File: config.mk
export PLATFORM = sky130hd
export DESIGN_NAME = uart_rx_fifo
export DESIGN_NICKNAME = d
export VERILOG_FILES = /design/src/rtl/uart_rx_fifo.sv
export SDC_FILE = /design/constraint.sdc
export NUM_CORES = 1
export LEC_CHECK = 0
export CELL_PAD_IN_SITES_DETAIL_PLACEMENT = 1
export CELL_PAD_IN_SITES_GLOBAL_PLACEMENT = 2
export CORE_MARGIN = 3
export CORE_UTILIZATION = 47
export CTS_BUF_LIST = sky130_fd_sc_hd__clkbuf_16
export DETAILED_ROUTE_END_ITERATION = 6
export DONT_BUFFER_PORTS = 1
export PLACE_DENSITY_LB_ADDON = 0.1
export SETUP_SLACK_MARGIN = 0.4
export SKIP_LAST_GASP = 1
export SYNTH_ARGS = -nofsm -noshare
export SYNTH_HDL_FRONTEND = slang
export SYNTH_SLANG_ARGS = --single-unit
File: constraint.sdc
create_clock -name clk -period 2.5 [get_ports clk]
set_clock_uncertainty 0.1 [all_clocks]
set_input_delay 0.5 -clock clk [delete_from_list [all_inputs] [get_ports clk]]
set_output_delay 0.5 -clock clk [all_outputs]
set_load 0.05 [all_outputs]
File: src/rtl/uart_rx_fifo.sv
// Receive FIFO behind uart_rx: edge-detected capture, first-word-fall-through output, sticky drop flag.
// Define UART_RX_FIFO_DROP_COUNT_EN to build the saturating drop_count; otherwise drop_count reads 0.
module uart_rx_fifo #(
  parameter int DATA_SIZE = 8,
  parameter int DEPTH     = 8,
  parameter int CW        = $clog2(DEPTH) + 1
) (
  input  logic                 clk,
  input  logic                 rst_n,
  input  logic [DATA_SIZE-1:0] in_data,
  input  logic                 in_completed,
  output logic [DATA_SIZE-1:0] out_data,
  output logic                 out_valid,
  input  logic                 out_ready,
  output logic [CW-1:0]        count,
  output logic                 full,
  output logic                 overflow,
  input  logic                 clr_overflow,
  output logic [7:0]           drop_count
);

  localparam int             AW      = $clog2(DEPTH);
  localparam logic [CW-1:0]  DEPTH_C = CW'(DEPTH);
  localparam logic [AW-1:0]  PTR_ONE = AW'(1);
  localparam logic [CW-1:0]  CNT_ONE = CW'(1);

  logic                 prev_c_q;
  logic [AW-1:0]        wr_ptr_q, wr_ptr_d;
  logic [AW-1:0]        rd_ptr_q, rd_ptr_d;
  logic [CW-1:0]        count_q, count_d;
  logic                 overflow_q, overflow_d;
  logic [DATA_SIZE-1:0] mem_q [DEPTH];

  logic push, pop, wr_en, drop, full_w;

  assign full_w = (count_q == DEPTH_C);
  assign push   = in_completed & ~prev_c_q;
  assign pop    = (count_q != '0) & out_ready;
  // A push into a full FIFO still lands when the head leaves in the same cycle.
  assign wr_en  = push & (~full_w | pop);
  assign drop   = push & full_w & ~pop;

  always_comb begin
    wr_ptr_d   = wr_ptr_q;
    rd_ptr_d   = rd_ptr_q;
    count_d    = count_q;
    overflow_d = overflow_q;
    if (wr_en) wr_ptr_d = wr_ptr_q + PTR_ONE;
    if (pop)   rd_ptr_d = rd_ptr_q + PTR_ONE;
    case ({wr_en, pop})
      2'b10:   count_d = count_q + CNT_ONE;
      2'b01:   count_d = count_q - CNT_ONE;
      default: count_d = count_q;
    endcase
    if (drop)              overflow_d = 1'b1;
    else if (clr_overflow) overflow_d = 1'b0;
  end

  // prev_c resets high so a level already present at release is not a push.
  always_ff @(posedge clk or negedge rst_n) begin
    if (!rst_n) begin
      prev_c_q   <= 1'b1;
      wr_ptr_q   <= '0;
      rd_ptr_q   <= '0;
      count_q    <= '0;
      overflow_q <= 1'b0;
    end else begin
      prev_c_q   <= in_completed;
      wr_ptr_q   <= wr_ptr_d;
      rd_ptr_q   <= rd_ptr_d;
      count_q    <= count_d;
      overflow_q <= overflow_d;
    end
  end

  always_ff @(posedge clk) begin
    if (wr_en) mem_q[wr_ptr_q] <= in_data;
  end

`ifdef UART_RX_FIFO_DROP_COUNT_EN
  logic [7:0] drop_cnt_q, drop_cnt_d;

  // A drop coinciding with a clear restarts the count at one.
  always_comb begin
    drop_cnt_d = drop_cnt_q;
    if (drop) begin
      if (clr_overflow)             drop_cnt_d = 8'd1;
      else if (drop_cnt_q != 8'hFF) drop_cnt_d = drop_cnt_q + 8'd1;
    end else if (clr_overflow) begin
      drop_cnt_d = 8'd0;
    end
  end

  always_ff @(posedge clk or negedge rst_n) begin
    if (!rst_n) drop_cnt_q <= 8'd0;
    else        drop_cnt_q <= drop_cnt_d;
  end

  assign drop_count = drop_cnt_q;
`else
  assign drop_count = 8'd0;
`endif

  assign out_data  = mem_q[rd_ptr_q];
  assign out_valid = (count_q != '0);
  assign count     = count_q;
  assign full      = full_w;
  assign overflow  = overflow_q;

endmodule

======== Yosys cells after proc, flatten, opt, wreduce, memory -nomap -nowiden ========
Memory sizes are Yosys's and may differ from the RTL's.
Index checks and enable logic that the tools add are counted.
word-level totals
  register bits after elaboration ......... 12
  latch bits .............................. 0
  bits in writable memories ............... 64
  memory bits (read-only) ................. 0
  input bits .............................. 13
  output and inout bits ................... 23
  logic and storage cells ................. 30
  memories kept ........................... 1
operators by class
  $add $sub $neg .......................... 4
  multiply operators ...................... 0
  divide/modulo/power cells ............... 0
  magnitude comparators ................... 0
  eq/ne operators ......................... 3
  shifts and indexed selects .............. 0
  multiplexer cells ....................... 5
  bitwise gates (word level) .............. 9
  reductions and logical operators ........ 3
memory list
  memory  depth  bits a word  read ports  clocked after Yosys merged registers in  write ports  RTL line  source
  mem_q   8      8            1           0                                        1            32        logic [DATA_SIZE-1:0] mem_q [DEPTH];
operator list
  kind                                                  count
  one-hot mux 4 bit (2 select lines)                    1
  adder 3 x 1 -> 3 bit (second input constant)          2
  AND 1 bit                                             5
  adder 4 x 1 -> 4 bit (second input constant)          1
  equality test 4 bit (second input constant)           1
  two-way mux 1 bit                                     4
  nonzero test 2 bit                                    2
  nonzero test 4 bit                                    1
  subtractor 4 x 1 -> 4 bit (second input constant)     1
  NOT 1 bit                                             3
  equality test 2 x 1 -> 1 bit (second input constant)  1
  equality test 2 bit (second input constant)           1
  bitwise OR 1 bit                                      1

======== Depth between registers and ports, before layout ========
  depth after elaboration ................. 6
  gate-level depth with buffers ........... 8

======== Worst setup path before layout ========
OpenSTA, ideal clock, no wires.
  path type ............................... register to register
  start point ............................. reg count_q[1], in the netlist count[1]
  end point ............................... reg count_q[2], in the netlist count[2]
  setup time .............................. 0.150 ns
  arrival time ............................ 2.376 ns
  required time ........................... 2.250 ns
  path slack .............................. -0.125 ns
  stages on the path, launching flop included .. 8
  buffers on the path ..................... 1
  clock period less this slack ............ 2.625 ns
  cell sequence ........................... dfrtp_1 -> buf_6 -> or4_1 -> nand3_1 -> xnor2_1 -> ha_1 -> o31ai_1 -> xor2_1
on the way
  longest elaborated chain between the ends .. 6
ends and longest elaborated chain
  what                                                                      RTL line  source
  start: declaration                                                        30        logic [CW-1:0] count_q, count_d;
  start signal: assignment                                                  71        count_q <= count_d;
  nonzero test 4 bit (*)                                                    n/a
  via out_valid                                                             13        output logic out_valid,
  AND 1 bit (*)                                                             38        assign pop = (count_q != '0) & out_ready;
  bitwise OR 1 bit                                                          40        assign wr_en = push & (~full_w | pop);
  AND 1 bit                                                                 40
  equality test 2 x 1 -> 1 bit or equality test 2 bit (tied branches)       50        case ({wr_en, pop})
  one-hot mux 4 bit (2 select lines) or nonzero test 2 bit (tied branches)  n/a
Mark *: on every way through the listed nets, which the timed path passes. The rest lies on a longest branch.
A chain may end at the register's enable or synchronous reset.

======== Final worst setup path ========
  start point ............................. reg rd_ptr_q[0]
  end point ............................... out out_data[2]
on the way
  longest elaborated chain between the ends .. 1
ends and longest elaborated chain
  what                      RTL line  source
  start: declaration        29        logic [AW-1:0] rd_ptr_q, rd_ptr_d;
  start signal: assignment  70        rd_ptr_q <= rd_ptr_d;
  memory read (8 x 8 bit)   n/a
  end: declaration          12        output logic [DATA_SIZE-1:0] out_data,
No other way between the ends.

==> results.sh <==
export IMPL_outcome="complete, no violations"
export IMPL_yosysTopAreaCell="edfxtp_1"
export IMPL_setup_viol=0
export IMPL_syn2layout_area_growth_pct=19.2
export IMPL_syn_area_per_cell_um2=18.5
export IMPL_critPathTopFamily="multiplexers"
export IMPL_ys_warn_count=0
export IMPL_grt_pass1_wl_um=9400
export IMPL_grt_setup_unrepaired="true"
export IMPL_whs_ns=0.0673
export IMPL_route_detailed_drc=0
export IMPL_rr_startpoint="count[2]$_DFFE_PN0P_"
export IMPL_irDropWorstVdd_mv=0.611
export IMPL_power_leakage_nw=1.32
export IMPL_h_tree_depth=3
export IMPL_synth_cell_types=36
export IMPL_yosys_top_cells_count="edfxtp_1 (64), mux4_2 (16), dfrtp_1 (11)"
export IMPL_via_per_inst=5.64
export IMPL_vias=1551
export IMPL_worstReg2RegEnd="mem_q[7][6]$_DFFE_PP_"
export IMPL_clockRootBuffer="clkbuf_16"
export IMPL_min_path_type="input port to flop"
export IMPL_overflow=0
export IMPL_antenna_found_initial=0
export IMPL_critPathArrivalTime_ns=1.80
export IMPL_path_class="flop to output pin"
export IMPL_cp_slowest_cell="mux4_2"
export IMPL_fmax_mhz=416
export IMPL_die_area_mm2=0.00778
export IMPL_hp_start="in_completed"
export IMPL_finalNetCount=209
export IMPL_async_reset_ff_frac=0.158
export IMPL_ios=36
export IMPL_antenna_left=0
export IMPL_coreArea_mm2=0.00646
export IMPL_synth_cells=172
export IMPL_tns_ns=0
export IMPL_min_period_ns=2.40
export IMPL_drt_iter0_drc=112
export IMPL_dr_pass1_iters=4
export IMPL_yosysMostFrequentCell="edfxtp_1"
export IMPL_drive_gt1_frac=0.424
export IMPL_clk_latency_ns=0.32
export IMPL_critPathMaxFanout=8
export IMPL_grt_pass1_vias=1668
export IMPL_drt_total_wl_um=6050
export IMPL_wl_per_cell_um=22.0
export IMPL_end_kind="output pin"
export IMPL_critical_path_depth=3
export IMPL_synth_area_mm2=0.00318
export IMPL_ys_ff_latch=76
export IMPL_slew_violations=0
export IMPL_start_util=0.492
export IMPL_cts_clk_slew_worst_paths_ns=0.06
export IMPL_cts_tree="built"
export IMPL_num_antenna_cells=0
export IMPL_slowest_delay_ns=0.50
export IMPL_hold_viol=0
export IMPL_relSlewSlack=0.591
export IMPL_grt_use_total=0.172
export IMPL_synth_area_leaders="edfxtp_1 (60%), mux4_2 (11%), dfrtp_1 (8.7%), mux2_2 (3.2%), buf_4 (2.4%)"
export IMPL_cts_path_max_buffers=2
export IMPL_path_cells="clkbuf_16, mux4_2, mux2_4"
export IMPL_worstHoldEndpoint="prev_c_q$_DFF_PN1_"
export IMPL_worstHoldPathCells=0
export IMPL_rows=29
export IMPL_p_per_area_mw_per_mm2=1250
export IMPL_hpwl_um=3720
export IMPL_synth_edf_count=64
export IMPL_grt_max_degree=19
export IMPL_reg2regPathDepth=5
export IMPL_ys_seq_area_frac=0.700
export IMPL_tightest_slew_ns=0.613
export IMPL_cts_buffers_inserted=9
export IMPL_synth_top_cell_area_share=0.605
export IMPL_port_buffer_count=0
export IMPL_crit_buf_inv=1
export IMPL_die_width_um=88.2
export IMPL_clock_sinks=76
export IMPL_maxCapViolCount=0
export IMPL_timing_final_crit_share=0.962
export IMPL_r2r_slack_ns=0.45
export IMPL_fillers=570
export IMPL_critPathLaunchType="flop"
export IMPL_synth_ff_type="edfxtp_1"
export IMPL_place_congestion=0.758
export IMPL_die_y_um=88.2
export IMPL_cp_required_ns=1.90
state kept, by name, summed over array words and instances, names as in the netlist:
register / flops
mem_q: 64
count: 4
rd_ptr_q: 3
wr_ptr_q: 3
overflow: 1
prev_c_q: 1
how the worst max path moves through the flow:
stage                     slack, ns                    start              endpoint
final                           0.1  rd_ptr_q[0]$_DFFE_PN0P_           out_data[2]
after detailed placement       0.22  rd_ptr_q[1]$_DFFE_PN0P_           out_data[3]
after floorplan                0.21     count[1]$_DFFE_PN0P_  count[2]$_DFFE_PN0P_
after CTS                      0.07  rd_ptr_q[0]$_DFFE_PN0P_           out_data[0]
after global placement         0.30  rd_ptr_q[1]$_DFFE_PN0P_           out_data[5]
after global routing           0.05  rd_ptr_q[0]$_DFFE_PN0P_           out_data[7]
routing by layer:
layer / GRT usage / routed length (um) / share of wire / up-vias
met5: 0 / 0 / 0 / -
met4: 0.0659 / 110 / 0.018 / 0
met3: 0.0549 / 320 / 0.053 / 11
met2: 0.270 / 2990 / 0.49 / 39
met1: 0.226 / 2630 / 0.44 / 802
li1: - / - / - / 699
cells by family (layout without fill, tap and decap cells):
family,count (synthesis),after routing,share of synthesized area
DFF,76,76,0.700
and+or+nand+nor,31,31,0.0512
muxes,26,26,0.148
buffers and inverters,18,37,0.0386
AOI/OAI and AO/OA,10,10,0.0295
xor gates and xnor gates,7,7,0.0193
adders and majority gates,3,3,0.0118
other,1,8,0.00118
metrics by stage:
step                      instance area [um2]  power [W]  cells  worst slack [ns]  utilization
after floorplan                          3290    0.00315    179             0.210            -
after global placement                   3350    0.00332    250             0.298        0.518
after detailed placement                 3350    0.00338    250             0.217        0.518
after CTS                                3700    0.00469    271            0.0701        0.573
after global routing                     3790    0.00496    275            0.0513        0.586
final                                    3790    0.00473    275            0.0955        0.586
power breakdown:
part,switching [W],internal (W)
Sequential,0.000235,0.00154
Combinational,0.000972,0.000736
Clock,0.000482,0.000768
area by class of cell:
| class | count | area (um2) | share of cell area |
|---|---|---|---|
| Timing Repair Buffer | 19 | 199 | 0.0525 |
| Multi-Input combinational cell | 85 | 957 | 0.253 |
| Clock buffer | 9 | 225 | 0.0595 |
| Clock inverter | 7 | 66.3 | 0.0175 |
| Sequential cell | 76 | 2230 | 0.589 |
| Inverter | 2 | 11.3 | 0.00297 |
| Tap cell | 77 | 96.3 | 0.0254 |
layout by cell type, fill, tap and decap left out, drive strengths merged, types with 2 or more instances in the layout:
cell	Yosys	final
dfrtp	11	11
o21ai	2	2
nor2	5	5
buf	15	17
mux4	16	16
conb	1	8
a21oi	2	2
ha	3	3
xor2	3	3
mux2	9	9
clkinv	0	5
nand2b	3	3
inv	2	2
clkbuf	1	10
o31ai	2	2
xnor2	4	4
nor3	5	5
nand3	3	3
edfxtp	64	64
nand2	9	9
timing repair:
action	CTS	global route
pin swaps	1	4
gates cloned	0	1
resized for setup	7	9
setup endpoints to repair	42	43
endpoints found under the hold margin	12	0
hold buffers	1	0
buffers inserted	4	3
(Power assumes the default switching activity.)
